**src/rtl/axi_rd_arbiter_pkg.sv**
```systemverilog
// Shared encodings for the IF/LS AXI read arbiter: FSM states, AXI field constants, requester IDs.
// Pure constants; no latency or flow-control behaviour of its own.
package axi_rd_arbiter_pkg;

  localparam logic [1:0] ST_IDLE = 2'b00;
  localparam logic [1:0] ST_ADDR = 2'b01;
  localparam logic [1:0] ST_DATA = 2'b10;

  localparam logic [1:0] BURST_INCR = 2'b01;
  localparam logic [2:0] SIZE_4     = 3'b010;
  localparam logic [1:0] RESP_OKAY  = 2'b00;
  localparam logic [2:0] PROT_INSTR = 3'b100;
  localparam logic [2:0] PROT_DATA  = 3'b000;

  localparam logic [3:0] ID_IF_DEF = 4'd0;
  localparam logic [3:0] ID_LS_DEF = 4'd1;

  // Requester index used by the round-robin picker and the ownership register.
  localparam logic REQ_IF = 1'b0;
  localparam logic REQ_LS = 1'b1;

endpackage

```
**src/rtl/axi_rd_arbiter_rr_arb2.sv**
```systemverilog
// Two-way round-robin picker: combinational pick, last-grant register updated on done_i.
// Zero-latency pick; never stalls, the caller decides when a pick is consumed.
module axi_rd_arbiter_rr_arb2
  import axi_rd_arbiter_pkg::*;
(
  input  logic       clk_i,
  input  logic       rstn_i,
  input  logic [1:0] req_i,
  input  logic       done_i,
  input  logic       done_idx_i,
  output logic       any_o,
  output logic       pick_o
);

  logic last_q;
  logic last_d;

  always_comb begin
    pick_o = REQ_IF;
    if (req_i == 2'b11) begin
      // Tie: the requester that was not served last goes next.
      pick_o = ~last_q;
    end else if (req_i[1]) begin
      pick_o = REQ_LS;
    end
  end

  assign any_o  = |req_i;
  assign last_d = done_i ? done_idx_i : last_q;

  always_ff @(posedge clk_i or negedge rstn_i) begin
    if (!rstn_i) begin
      last_q <= REQ_LS;
    end else begin
      last_q <= last_d;
    end
  end

endmodule

```
**src/rtl/axi_rd_arbiter.sv**
```systemverilog
// Shares one AXI4 read port between IF and LS; one single-beat read outstanding, AR 1 cycle after request.
// AR held stable until ARREADY; R beats for the owner forwarded combinationally, foreign RIDs dropped.
module axi_rd_arbiter
  import axi_rd_arbiter_pkg::*;
#(
  parameter int         ADDR_W = 64,
  parameter int         DATA_W = 64,
  parameter logic [3:0] ID_IF  = ID_IF_DEF,
  parameter logic [3:0] ID_LS  = ID_LS_DEF
) (
  input  logic              clk,
  input  logic              rstn,

  input  logic              if_req,
  input  logic [ADDR_W-1:0] if_addr,
  output logic              if_gnt,
  output logic              if_rvalid,
  output logic [DATA_W-1:0] if_rdata,
  output logic [1:0]        if_rresp,

  input  logic              ls_req,
  input  logic [ADDR_W-1:0] ls_addr,
  input  logic [2:0]        ls_size,
  output logic              ls_gnt,
  output logic              ls_rvalid,
  output logic [DATA_W-1:0] ls_rdata,
  output logic [1:0]        ls_rresp,

  output logic [3:0]        ARID,
  output logic [ADDR_W-1:0] ARADDR,
  output logic [7:0]        ARLEN,
  output logic [2:0]        ARSIZE,
  output logic [1:0]        ARBURST,
  output logic [2:0]        ARPROT,
  output logic              ARVALID,
  input  logic              ARREADY,

  input  logic [3:0]        RID,
  input  logic [DATA_W-1:0] RDATA,
  input  logic [1:0]        RRESP,
  input  logic              RLAST,
  input  logic              RVALID,
  output logic              RREADY
);

  logic [1:0]        state_q,   state_d;
  logic              owner_q,   owner_d;
  logic              arvalid_q, arvalid_d;
  logic [3:0]        arid_q,    arid_d;
  logic [ADDR_W-1:0] araddr_q,  araddr_d;
  logic [2:0]        arsize_q,  arsize_d;
  logic [2:0]        arprot_q,  arprot_d;
  logic [1:0]        arburst_q, arburst_d;

  logic arb_any;
  logic arb_pick;
  logic ar_hs;
  logic beat_hit;
  logic rd_done;

  axi_rd_arbiter_rr_arb2 u_rr (
    .clk_i      (clk),
    .rstn_i     (rstn),
    .req_i      ({ls_req, if_req}),
    .done_i     (rd_done),
    .done_idx_i (owner_q),
    .any_o      (arb_any),
    .pick_o     (arb_pick)
  );

  assign ar_hs    = (state_q == ST_ADDR) && ARREADY;
  assign RREADY   = (state_q == ST_DATA);
  assign beat_hit = RREADY && RVALID && (RID == arid_q);
  assign rd_done  = beat_hit && RLAST;

  always_comb begin
    state_d   = state_q;
    owner_d   = owner_q;
    arvalid_d = arvalid_q;
    arid_d    = arid_q;
    araddr_d  = araddr_q;
    arsize_d  = arsize_q;
    arprot_d  = arprot_q;
    arburst_d = arburst_q;
    case (state_q)
      ST_IDLE: begin
        if (arb_any) begin
          state_d   = ST_ADDR;
          arvalid_d = 1'b1;
          owner_d   = arb_pick;
          arburst_d = BURST_INCR;
          if (arb_pick == REQ_LS) begin
            arid_d   = ID_LS;
            araddr_d = ls_addr;
            arsize_d = ls_size;
            arprot_d = PROT_DATA;
          end else begin
            arid_d   = ID_IF;
            araddr_d = if_addr;
            arsize_d = SIZE_4;
            arprot_d = PROT_INSTR;
          end
        end
      end
      ST_ADDR: begin
        if (ARREADY) begin
          arvalid_d = 1'b0;
          state_d   = ST_DATA;
        end
      end
      ST_DATA: begin
        // Error responses complete the read exactly like OKAY; only RID/RLAST matter here.
        if (rd_done) begin
          state_d = ST_IDLE;
        end
      end
      default: begin
        state_d   = ST_IDLE;
        arvalid_d = 1'b0;
      end
    endcase
  end

  always_ff @(posedge clk or negedge rstn) begin
    if (!rstn) begin
      state_q   <= ST_IDLE;
      owner_q   <= REQ_IF;
      arvalid_q <= 1'b0;
      arid_q    <= '0;
      araddr_q  <= '0;
      arsize_q  <= '0;
      arprot_q  <= '0;
      arburst_q <= '0;
    end else begin
      state_q   <= state_d;
      owner_q   <= owner_d;
      arvalid_q <= arvalid_d;
      arid_q    <= arid_d;
      araddr_q  <= araddr_d;
      arsize_q  <= arsize_d;
      arprot_q  <= arprot_d;
      arburst_q <= arburst_d;
    end
  end

  assign ARVALID = arvalid_q;
  assign ARID    = arid_q;
  assign ARADDR  = araddr_q;
  assign ARLEN   = 8'd0;
  assign ARSIZE  = arsize_q;
  assign ARBURST = arburst_q;
  assign ARPROT  = arprot_q;

  assign if_gnt    = ar_hs && (owner_q == REQ_IF);
  assign ls_gnt    = ar_hs && (owner_q == REQ_LS);
  assign if_rvalid = beat_hit && (owner_q == REQ_IF);
  assign ls_rvalid = beat_hit && (owner_q == REQ_LS);
  assign if_rdata  = RDATA;
  assign ls_rdata  = RDATA;
  assign if_rresp  = RRESP;
  assign ls_rresp  = RRESP;

endmodule

```
**config.mk**
```make
export PLATFORM = sky130hd
export DESIGN_NAME = axi_rd_arbiter
export DESIGN_NICKNAME = d
export VERILOG_FILES = /design/src/rtl/axi_rd_arbiter_pkg.sv /design/src/rtl/axi_rd_arbiter_rr_arb2.sv /design/src/rtl/axi_rd_arbiter.sv
export SDC_FILE = /design/constraint.sdc
export NUM_CORES = 1
export LEC_CHECK = 0
export CORE_AREA = 2 2 165 167
export CTS_BUF_LIST = sky130_fd_sc_hd__clkbuf_2 sky130_fd_sc_hd__clkbuf_4 sky130_fd_sc_hd__clkbuf_8
export CTS_CLUSTER_SIZE = 28
export DETAILED_ROUTE_END_ITERATION = 12
export DIE_AREA = 0 0 167 169
export PLACE_DENSITY = 0.59
export SLEW_MARGIN = 20
export SYNTH_ARGS = -nofsm -noshare
export SYNTH_HDL_FRONTEND = slang
export SYNTH_HIERARCHICAL = 1
export SYNTH_SLANG_ARGS = --single-unit
```
**constraint.sdc**
```tcl
create_clock -name clk -period 1.5 [get_ports clk]
set_input_delay 0.3 -clock clk [delete_from_list [all_inputs] [get_ports clk]]
set_output_delay 0.3 -clock clk [all_outputs]
set_load 0.01 [all_outputs]
```
# Word-level counts from Yosys, hierarchy flattened
# Cells that the tools add are included.
[word_totals]
ff_bits = 80
output_inout_bits = 222
input_bits = 208
[classes]
n_eq_ne = 7
n_reduce_logical = 13
bitwise = 3
mux = 13
[ops]
columns = ["cell", "count"]
rows = [
  ["$mux W64", 1],
  ["$logic_and A1 B1 Y1", 8],
  ["$mux W2", 3],
  ["$mux W3", 2],
  ["$pmux W2 S3", 1],
  ["$reduce_and A3 Y1", 2],
  ["$mux W1", 5],
  ["$eq A2 B2 Y1 const B", 2],
  ["$eq A4 B4 Y1", 1],
  ["$ne A2 B2 Y1 const B", 2],
  ["$not A1 Y1", 3],
  ["$pmux W1 S3", 1],
  ["$eq A2 B1 Y1 const B", 1],
  ["$logic_not A2 Y1", 1],
  ["$ne A2 B1 Y1 const B", 1],
  ["$reduce_and A2 Y1", 1],
  ["$reduce_or A2 Y1", 1],
]

# Logic depth before layout (Yosys ltp)
# Gate-level depths: netlist of run 1.
[depth]
depth_word = 6
ltp_mapped = 7
depth_no_buf = 4

# Cells and area by module
# The synthesis of run 1 kept the hierarchy.
[modules_own_cells]
columns = ["mod", "cells_per_inst", "seq_area_each_um2", "area_per_inst_um2", "instances"]
rows = [
  ["axi_rd_arbiter", 472, 1826.8, 4496.8, 1],
  ["axi_rd_arbiter_rr_arb2", 4, 26.3, 55.1, 1],
]

# Worst setup path before layout of run 1
# OpenSTA, ideal clock, no wires.
[synth_path]
path_kind = "input -> register"
startpoint = "in RID[1]"
endpoint = "reg u_rr.last_q"
setup_ns = 0.082
path_slack_ns = -0.113
arrival_ns = 1.530
cell_stages = 3
required_time_ns = 1.418
cell_sequence = "or4b_1 nor4b_1 mux2_4"
[synth_via]
elab_chain_cells = 3
[synth_lines]
columns = ["item", "line_no", "text"]
rows = [
  ["start, declared", "axi_rd_arbiter.sv:38", "input logic [3:0] RID,"],
  ["$eq A4 B4 Y1", "axi_rd_arbiter.sv:73", "assign beat_hit = RREADY && RVALID && (RID == arid_q);"],
  ["$logic_and A1 B1 Y1", "axi_rd_arbiter.sv:73", ""],
  ["$logic_and A1 B1 Y1", "axi_rd_arbiter.sv:74", "assign rd_done = beat_hit && RLAST;"],
  ["net rd_done", "axi_rd_arbiter.sv:59", "logic rd_done;"],
  ["end signal, assigned", "axi_rd_arbiter_rr_arb2.sv:35", "last_q <= last_d;"],
  ["end, declared", "axi_rd_arbiter_rr_arb2.sv:15", "logic last_q;"],
]
# The timed path passes the listed nets, and every way through them passes these cells.
# A chain may end at the register's enable or synchronous reset.

# Worst setup path in the final report of run 1
[layout_path]
startpoint = "in RID[3]"
endpoint = "out if_rvalid"
[layout_via]
elab_chain_cells = 3
[layout_lines]
columns = ["item", "line_no", "text"]
rows = [
  ["$eq A4 B4 Y1", "axi_rd_arbiter.sv:73", ""],
  ["$logic_and A1 B1 Y1", "axi_rd_arbiter.sv:73", ""],
  ["$logic_and A1 B1 Y1", "axi_rd_arbiter.sv:156", "assign if_rvalid = beat_hit && (owner_q == REQ_IF);"],
  ["end, declared", "axi_rd_arbiter.sv:17", "output logic if_rvalid,"],
]
# Every way passes these cells.

==> metrics.md, run 1 <==
| Metric | Value |
|---|---|
| Status | `complete, but fails checks` |
| Violated checks | `setup timing` |
| Crit path required time | `1200 ps` |
| Mean post-synth cell area | `9.56 sq um` |
| Distinct cells, synth | `28` |
| Total CTS buffers | `9` |
| Clk Latency, worst-skew pair | `360 ps` |
| CTS tree | `done` |
| Final hold viol count | `0` |
| Routability congestion estimate | `0.674` |
| Area Growth Syn to Fin | `64.3%` |
| F_max | `587 MHz` |
| Clock Sink Count | `74` |
| Most used DFF post-synth | `dfrtp_1` |
| Top Ports | `430` |
| Leading area contributor after synthesis | `dfrtp_1` |
| Worst path arrival time | `1400 ps` |
| Core Region | `26500 sq um` |
| Die area | `28200 sq um` |
| Post-DRT Antenna Nets | `0` |
| H-tree Lvls | `3` |
| Average wire per cell in the routed design | `17.0 um` |
| Yosys warns | `6` |
| Worst setup SP type | `primary input` |
| CP Max Fanout | `3` |
| Critical path type | `in -> out` |
| Synth async-reset ratio | `100%` |
| Period utilization | `114%` |
| Post-detail-place hpwl | `9750 um` |
| N_diodes | `0` |
| Top-count cell post-synth | `buf_4` |
| Largest net degree at the start of global routing | `75` |
| Share of layout cells above drive strength 1 | `32.8%` |
| Worst Hold Class | `in -> async` |
| EDFF count, synth | `0` |
| Row cnt | `60` |
| Top cells by area, synth | `dfrtp_1 40%, buf_4 24%, mux2i_1 14%, o21ai_1 6.8%, nand2_1 5.9%` |
| WL final | `16200 um` |
| Final worst slack | `-204 ps` |
| Endpoint class of the critical path | `primary output` |
| First-pass GRT wire length | `23500 um` |
| Final core occ | `28.2%` |
| Vias per cell | `3.84` |
| # DRC | `0` |
| Pwr dens | `1740 nW/um^2` |
| Final setup viols | `74` |
| Commonest cells in the netlist | `148 x buf_4, 73 x dfrtp_1, 71 x nand2_1` |
| Register area share after synthesis | `40.7%` |
| Maxcap violations | `0` |
| Reg-to-Reg Start | `state_q[1]` |
| Synthesized instance count | `476` |
| Final nets | `815` |
| Drt initial violations | `70` |
| Clock slew at reported path FFs | `90 ps` |
| Slew Limit Fails | `0` |
| VDD IR max | `0.829 mV` |
| Die H | `169 um` |
| Initial Utilization | `17.2%` |
| PortBufs | `217` |
| Skew final | `11.5 ps` |
| TNS Setup | `-9500 ps` |
| Min cycle time layout | `1700 ps` |
| Initial antenna violation count | `0` |
| Vias in the first global route | `3708` |
| Mapped Area | `4550 sq um` |
| Fill cell count | `2802` |
| Via Count | `3658` |
| Leak | `3.45 nW` |
| CP Launch Point | `RID[3]` |
| Total Routing Usage GR | `11.4%` |
| Grt total ovfl | `0` |
| Flops & latches, synth | `74` |
| Die W | `167 um` |
| CTS Root Cell | `clkbuf_8` |
| RSZ-0062 raised after global routing | `yes` |
| Post-synth top area share | `40.1%` |
| Total iterations of the first detailed-routing run | `4` |
| CTS Buffer Depth | `2` |
## sequential cells by signal, summed over array words and instances (netlist names)
name         count
ARADDR          64
ARSIZE           3
state_q          2
ARBURST          1
ARPROT           1
ARVALID          1
owner_q          1
u_rr/last_q      1
## layer usage
metal  wire length (um)  global-route usage [%]  vias to the layer above
met4                731                    6.07                        0
li1                   -                       -                     1693
met3               1270                    3.53                       69
met2               8560                    21.1                      195
met5                  0                       0                        -
met1               5590                    11.3                     1701
## layout by cell type (no fill, tap or decap), types with 3 or more instances in the layout
cell and n:
mux2i_1 64, clkinv_2 3, dfrtp_1 73, clkbuf_8 9, o21ai_0 3, nand2_1 27, or3b_4 3, nor2_1 3
nand2_4 28, clkdlybuf4s50_1 136, buf_12 9, o21ai_1 12, conb_1 14, dlygate4sd2_1 70, buf_16 11, buf_2 5
o21ai_2 51, buf_4 20, nand2_2 16, buf_6 20
## repair_timing
action,4_1_cts,5_1_grt
setup buffers,12,10
endpoints found under the hold margin,73,0
endpoints found under the setup margin,97,76
gates resized for setup,169,116
cloned,16,2
pin swaps,32,58
hold buffers,1,0
## power breakdown
group / switching [W] / total (W) / internal, W
registers: 0.000687 / 0.00364 / 0.00295
clock network: 0.000904 / 0.00167 / 0.000767
logic: 0.00366 / 0.00773 / 0.00407
## path summary, 6_finish.rpt
kind	to	slack (ps)	cells past startpoint
max	if_rvalid	-200	4
min	ARADDR[41]	470	3
max reg2reg	ARADDR[51]	-190	7
min reg2reg	ARADDR[13]	470	2
max in group asynchronous	u_rr/last_q	620	3
min in group clk	ARADDR[13]	470	2
## cell type report
class | instances | area [sq um] | share of cell area, %
Sequential cell | 74 | 1850 | 24.8
Tap cell | 341 | 427 | 5.71
Multi-Input combinational cell | 243 | 2060 | 27.6
Clock buffer | 9 | 124 | 1.66
Clock inverter | 7 | 70.1 | 0.937
Timing Repair Buffer | 275 | 2920 | 39.1
Inverter | 4 | 17.5 | 0.234
## cell families (layout without fill, tap and decap cells)
kind of cell,after synthesis,after routing,synth area share (%)
buffers and inverters,174,295,28.1
AO/OA/AOI/OAI,72,72,8.30
XOR/XNOR,1,1,0.192
flip-flops,74,74,40.7
other,1,14,0.0824
AND/OR/NAND/NOR,89,91,8.22
multiplexers,65,65,14.4
## critical path, cell delays in order
cell	delay (ps)
buf_2	100
or4b_4	560
nor4_2	270
buf_2	170
## per-stage QoR
| step | worst slack [ps] | power [W] | instance area, sq um | hold slack [ps] | cells |
|---|---|---|---|---|---|
| floorplan | 6.81 | 0.00619 | 4630 | 4.41 | 489 |
| global placement | -890 | 0.00862 | 6240 | 354 | 902 |
| detailed placement | -889 | 0.00870 | 6240 | 353 | 902 |
| CTS | -207 | 0.0122 | 7020 | 475 | 946 |
| global route | -260 | 0.0139 | 7480 | 495 | 953 |
| finish | -204 | 0.0130 | 7480 | 467 | 953 |
(Power assumes the default switching activity.)
==> run 2, diff against run 1 <==
==> constraint.sdc (replaced) <==
create_clock -name clk -period 1.5 [get_ports clk]
set_input_delay 0.15 -clock clk [delete_from_list [all_inputs] [get_ports clk]]
set_output_delay 0.15 -clock clk [all_outputs]
set_load 0.01 [all_outputs]
==> run 2 against run 1 <==
Compared with the run above: the flow still finishes with violations (setup timing); combinational power decreased by 34%; total power fell by 22%; sequential power shrank 5%; clock skew is 7.0 ps higher; via count fell by 10%; worst setup slack gained 150 ps; core utilization is 4.0 points lower; flip-flop and latch count unchanged; worst hold slack lost 170 ps.
==> metrics.md, run 2 (synthesized netlist as in run 1, its figures left out) <==
| Metric | Value |
|---|---|
| Skew final | `18.5 ps` |
| Worst Hold Class | `in -> out` |
| Worst setup SP type | `register` |
| Via Count | `3290` |
| Grt total ovfl | `0` |
| Endpoint class of the critical path | `register` |
| Die area | `28200 sq um` |
| Final hold viol count | `0` |
| CTS Root Cell | `clkbuf_8` |
| Initial antenna violation count | `0` |
| Critical path type | `reg -> reg` |
| Most frequent cells in the layout | `192 x clkdlybuf4s50_1, 72 x dfrtp_1, 69 x nand2_1, 64 x mux2i_1, 62 x o21ai_1` |
| Total CTS buffers | `9` |
| Delay-heaviest family, CP | `simple AND/OR/NAND/NOR gates` |
| First-pass GRT wire length | `17800 um` |
| Max reg flops | `64` |
| Routability congestion estimate | `0.661` |
| Top Ports | `430` |
| PortBufs | `217` |
| Vias in the first global route | `3210` |
| Total iterations of the first detailed-routing run | `4` |
| Final nets | `775` |
| CP Max Fanout | `60` |
| Clock Sink Count | `74` |
| Drt initial violations | `121` |
| Post-DRT Antenna Nets | `0` |
| Total Routing Usage GR | `8.20%` |
| Clk Latency, worst-skew pair | `370 ps` |
| Final setup viols | `33` |
| Share of layout cells above drive strength 1 | `9.97%` |
| RSZ-0062 raised after global routing | `yes` |
| Initial Utilization | `17.2%` |
| WL final | `12200 um` |
| Min cycle time layout | `1560 ps` |
| Crit path buf inv count | `2` |
| Pwr dens | `1590 nW/um^2` |
| CP max-delay cell | `or3b_4` |
| Post-detail-place hpwl | `9140 um` |
| VDD IR max | `0.533 mV` |
| Worst path arrival time | `1790 ps` |
| Period utilization | `104%` |
| Leak | `2.87 nW` |
| Core Region | `26500 sq um` |
| N_diodes | `0` |
| Final worst slack | `-56.9 ps` |
| Clock slew at reported path FFs | `100 ps` |
| Row cnt | `60` |
| Area Growth Syn to Fin | `41.0%` |
| Pwr Total | `0.0102 W` |
| Maxcap violations | `0` |
| F_max | `642 MHz` |
| Largest net degree at the start of global routing | `75` |
| Crit-path cells | `buf_4, or3b_4, buf_12, nand2_2, o21ai_1` |
| Most common cell after layout, fill and taps aside | `clkdlybuf4s50_1` |
| Die H | `169 um` |
| Status | `complete, but fails checks` |
| Average wire per cell in the routed design | `13.4 um` |
| Die W | `167 um` |
| Final core occ | `24.2%` |
| Slew Limit Fails | `0` |
| TNS Setup | `-840 ps` |
| H-tree Lvls | `3` |
| Crit path required time | `1730 ps` |
| Slowest stage delay, CP | `440 ps` |
| # DRC | `0` |
| CTS tree | `done` |
| Violated checks | `setup timing` |
| Vias per cell | `3.60` |
| CTS Buffer Depth | `2` |
-- run 2: cell count changes in the layout (fill, tap and decap cells not counted), moves of 9 or more --
cell             before  now
clkdlybuf4s50_1     136  192
nand2_4              28    0
o21ai_2              51    3
nand2_1              27   69
o21ai_1              12   62
dlygate4sd2_1        70    8
nand2_2              16    2
buf_16               11    1
buf_6                20    0
dlymetal6s2s_1        0    9
-- run 2: per-stage QoR --
stage | cells | setup WS (ps) | hold WS [ps] | instance area (sq um)
2_1_floorplan | 489 | 37.5 | -146 | 4600
3_3_place_gp | 893 | -682 | 212 | 6130
3_5_place_dp | 893 | -660 | 209 | 6130
4_1_cts | 911 | -74.0 | 300 | 6350
5_1_grt | 913 | -137 | 300 | 6420
6_report | 913 | -56.9 | 300 | 6420
-- run 2: path summary, 6_finish.rpt --
check,slack [ps],end,cells after the start,start
max in group asynchronous,810,ARADDR[0],3,rstn
max,-60,ARADDR[0],5,state_q[1]
min,300,ls_rdata[44],0,RDATA[44]
max reg2reg,-60,ARADDR[0],5,state_q[1]
min reg2reg,470,ARSIZE[2],2,ARSIZE[2]
min in group asynchronous,330,ARADDR[38],3,rstn
-- run 2: final cells by class --
cell class / instances / area [sq um]
repair buffers: 237 / 2400
fillers: 2868 / 20100
clock buffers: 10 / 138
well taps: 341 / 427
inverters: 4 / 15.0
flip-flops and latches: 74 / 1850
clock inverters: 6 / 71.3
multi-input cells: 241 / 1510
-- run 2: per-layer routing --
metal | part of all wire, % | up-vias | global-route usage (%)
met5 | 0 | - | 0
met4 | 6.5 | 0 | 6.26
met3 | 11 | 88 | 3.74
met2 | 47 | 169 | 13.5
met1 | 36 | 1446 | 8.13
li1 | - | 1587 | -
-- run 2: worst reg2reg max path: cells and delay by family (launching register included) --
| family | cells | cell delay (ps) |
|---|---|---|
| buffers and inverters | 2 | 360 |
| AND/OR/NAND/NOR | 2 | 590 |
| AO/OA/AOI/OAI | 1 | 60 |
| flip-flops | 1 | 410 |
-- run 2: where the power goes --
| part | internal, W | switching (W) |
|---|---|---|
| Combinational | 0.00277 | 0.00230 |
| Clock | 0.000833 | 0.000884 |
| Sequential | 0.00295 | 0.000494 |
| Total | 0.00656 | 0.00367 |
-- run 2: what timing repair did --
item	4_1_cts	5_1_grt
gates cloned	0	1
resized for setup	37	13
pin swaps	4	1
setup endpoints to repair	19	83
hold buffers	1	0
buffers inserted	1	1
hold endpoints to repair	73	0
==> run 3, diff against run 2 <==
--- a/config.mk
+++ b/config.mk
@@ -10,7 +10,8 @@
 export CTS_CLUSTER_SIZE = 28
 export DETAILED_ROUTE_END_ITERATION = 12
 export DIE_AREA = 0 0 167 169
-export PLACE_DENSITY = 0.59
+export GPL_TIMING_DRIVEN = 0
+export PLACE_DENSITY = 0.63
 export SLEW_MARGIN = 20
 export SYNTH_ARGS = -nofsm -noshare
 export SYNTH_HDL_FRONTEND = slang
==> run 3 against run 2 <==
Compared with the run above: the flow still finishes with violations (setup timing); cell count grew 32%; combinational power grew 25%; flip-flop and latch count is the same; count of clock-buffer cells in the layout shrank 1; die area is the same; global-route usage grew 3.7 points; largest cell class unchanged.
==> metrics.md, run 3 (synthesized netlist as in run 1, its figures left out) <==
| Metric | Value |
|---|---|
| Initial Utilization | `17.2%` |
| Final nets | `1071` |
| Worst Hold Class | `in -> async` |
| CTS Buffer Depth | `2` |
| RSZ-0062 raised after global routing | `yes` |
| Total Routing Usage GR | `11.9%` |
| Routability congestion estimate | `0.725` |
| Max reg flops | `64` |
| Worst R2R Path Depth | `5` |
| Vias in the first global route | `4678` |
| Final setup viols | `43` |
| Most common cell after layout, fill and taps aside | `clkdlybuf4s50_1` |
| Clock Sink Count | `74` |
| # DRC | `0` |
| Post-detail-place hpwl | `14200 um` |
| Total CTS buffers | `9` |
| Worst path arrival time | `1400 ps` |
| Vias per cell | `3.74` |
| Final core occ | `34.0%` |
| Final worst slack | `-49.7 ps` |
| Drt initial violations | `135` |
| Clock slew at reported path FFs | `90 ps` |
| PortBufs | `349` |
| Total iterations of the first detailed-routing run | `4` |
| Pint | `0.00708 W` |
| Slew @ Worst Pin | `527 ps` |
| Period utilization | `103%` |
| Row cnt | `60` |
| Crit path required time | `1350 ps` |
| Average wire per cell in the routed design | `14.4 um` |
| Combinational group share of total power | `56.2%` |
| Top Ports | `430` |
| Min cycle time layout | `1550 ps` |
| Slew Limit Fails | `0` |
| Critical path type | `in -> out` |
| Skew final | `9.59 ps` |
| Area Growth Syn to Fin | `98.2%` |
| CP Max Fanout | `3` |
| VDD IR max | `0.579 mV` |
| Sequential Power Share | `30.9%` |
| Pwr Total | `0.0113 W` |
| Die W | `167 um` |
| Sw Pwr | `0.00419 W` |
| CTS tree | `done` |
| First-pass GRT wire length | `25900 um` |
| Max_slew headroom | `64.9%` |
| CTS Root Cell | `clkbuf_8` |
| WL final | `17500 um` |
| Pwr dens | `1250 nW/um^2` |
| Largest net degree at the start of global routing | `39` |
| N_diodes | `0` |
| Endpoint class of the critical path | `primary output` |
| Clock power share | `12.9%` |
| Post-DRT Antenna Nets | `0` |
| Most frequent cells in the layout | `326 x clkdlybuf4s50_1, 159 x buf_4, 71 x dfrtp_1, 69 x nand2_1, 61 x o21ai_1` |
| F_max | `645 MHz` |
| Maxcap violations | `0` |
| Die area | `28200 sq um` |
| Worst setup SP type | `primary input` |
| Via Count | `4527` |
| Die H | `169 um` |
| Share of layout cells above drive strength 1 | `26.8%` |
| Clk Latency, worst-skew pair | `360 ps` |
| Status | `complete, but fails checks` |
| H-tree Lvls | `3` |
| Initial antenna violation count | `1` |
| Grt total ovfl | `0` |
| Net Sw Frac | `37.2%` |
| Violated checks | `setup timing` |
| Final hold viol count | `0` |
| Leak | `4.16 nW` |
| Fill cell count | `2725` |
| Core Region | `26500 sq um` |
run 3: changes by cell type in the layout (fill, tap and decap cells not counted), sizes merged:
cell,before,now
buf,22,182
clkinv,0,4
inv,7,4
clkdlybuf4s15,3,0
bufinv,1,0
clkbuf,12,16
clkinvlp,2,3
clkdlybuf4s50,192,326
run 3: repair_timing:
| item | in CTS | in global routing |
|---|---|---|
| hold endpoints to repair | 37 | 0 |
| hold buffers | 1 | 0 |
| gates resized for setup | 78 | 24 |
| setup buffers | 13 | 0 |
| setup endpoints to repair | 79 | 83 |
| pin swaps | 5 | 3 |
run 3: worst max-delay path, cell delays in order:
cell and delay [ps]:
dlygate4sd2_1 230, or4b_4 540, nor4_1 290, buf_2 190
run 3: final timing paths:
path	start	end	slack [ps]
max reg2reg	state_q[1]	ARADDR[45]	-20
min	rstn	ARADDR[8]	310
min in group clk	ls_size[2]	ARSIZE[2]	360
min reg2reg	ARSIZE[2]	ARSIZE[2]	470
max	RID[3]	ls_rvalid	-50
max in group asynchronous	rstn	u_rr/last_q	530
run 3: area by class of cell:
type                    count  area [sq um]  share of cell area [%]
repair buffers            364          3630                    40.3
flip-flops and latches     74          1860                    20.6
multi-input cells         241          1560                    17.2
plain buffers             169          1360                    15.1
well taps                 341           427                    4.73
clock buffers               9           124                    1.37
clock inverters             7          46.3                   0.513
inverters                   4          17.5                   0.194
run 3: power groups by stage:
stage,clock network [W],logic (W),registers (W)
final,0.00146,0.00634,0.00348
after global routing,0.00163,0.00691,0.00362
after CTS,0.00156,0.00651,0.00350
after detailed placement,0,0.00614,0.00354
after global placement,0,0.00610,0.00350
after floorplan,0,0.00225,0.00391
run 3: routing by layer:
| metal | track usage [%] | part of all wire [%] | vias up |
|---|---|---|---|
| met3 | 4.16 | 8.9 | 13 |
| met4 | 3.60 | 1.5 | 2 |
| met1 | 12.8 | 37 | 2073 |
| met2 | 21.8 | 52 | 258 |
| met5 | 0 | 0.069 | - |
| li1 | - | - | 2181 |
run 3: stage by stage:
step                      instance area [sq um]  instances  hold WS [ps]  setup TNS [ps]  setup WS (ps)
final                                      9020       1209           307            -525          -49.7
after global routing                       9020       1209           334           -4650           -105
after CTS                                  8970       1210           293           -2060          -55.6
after detailed placement                   8540       1180           158          -47140           -826
after global placement                     8520       1179           448         -241140          -2660
after floorplan                            4600        489          -146               0           37.5
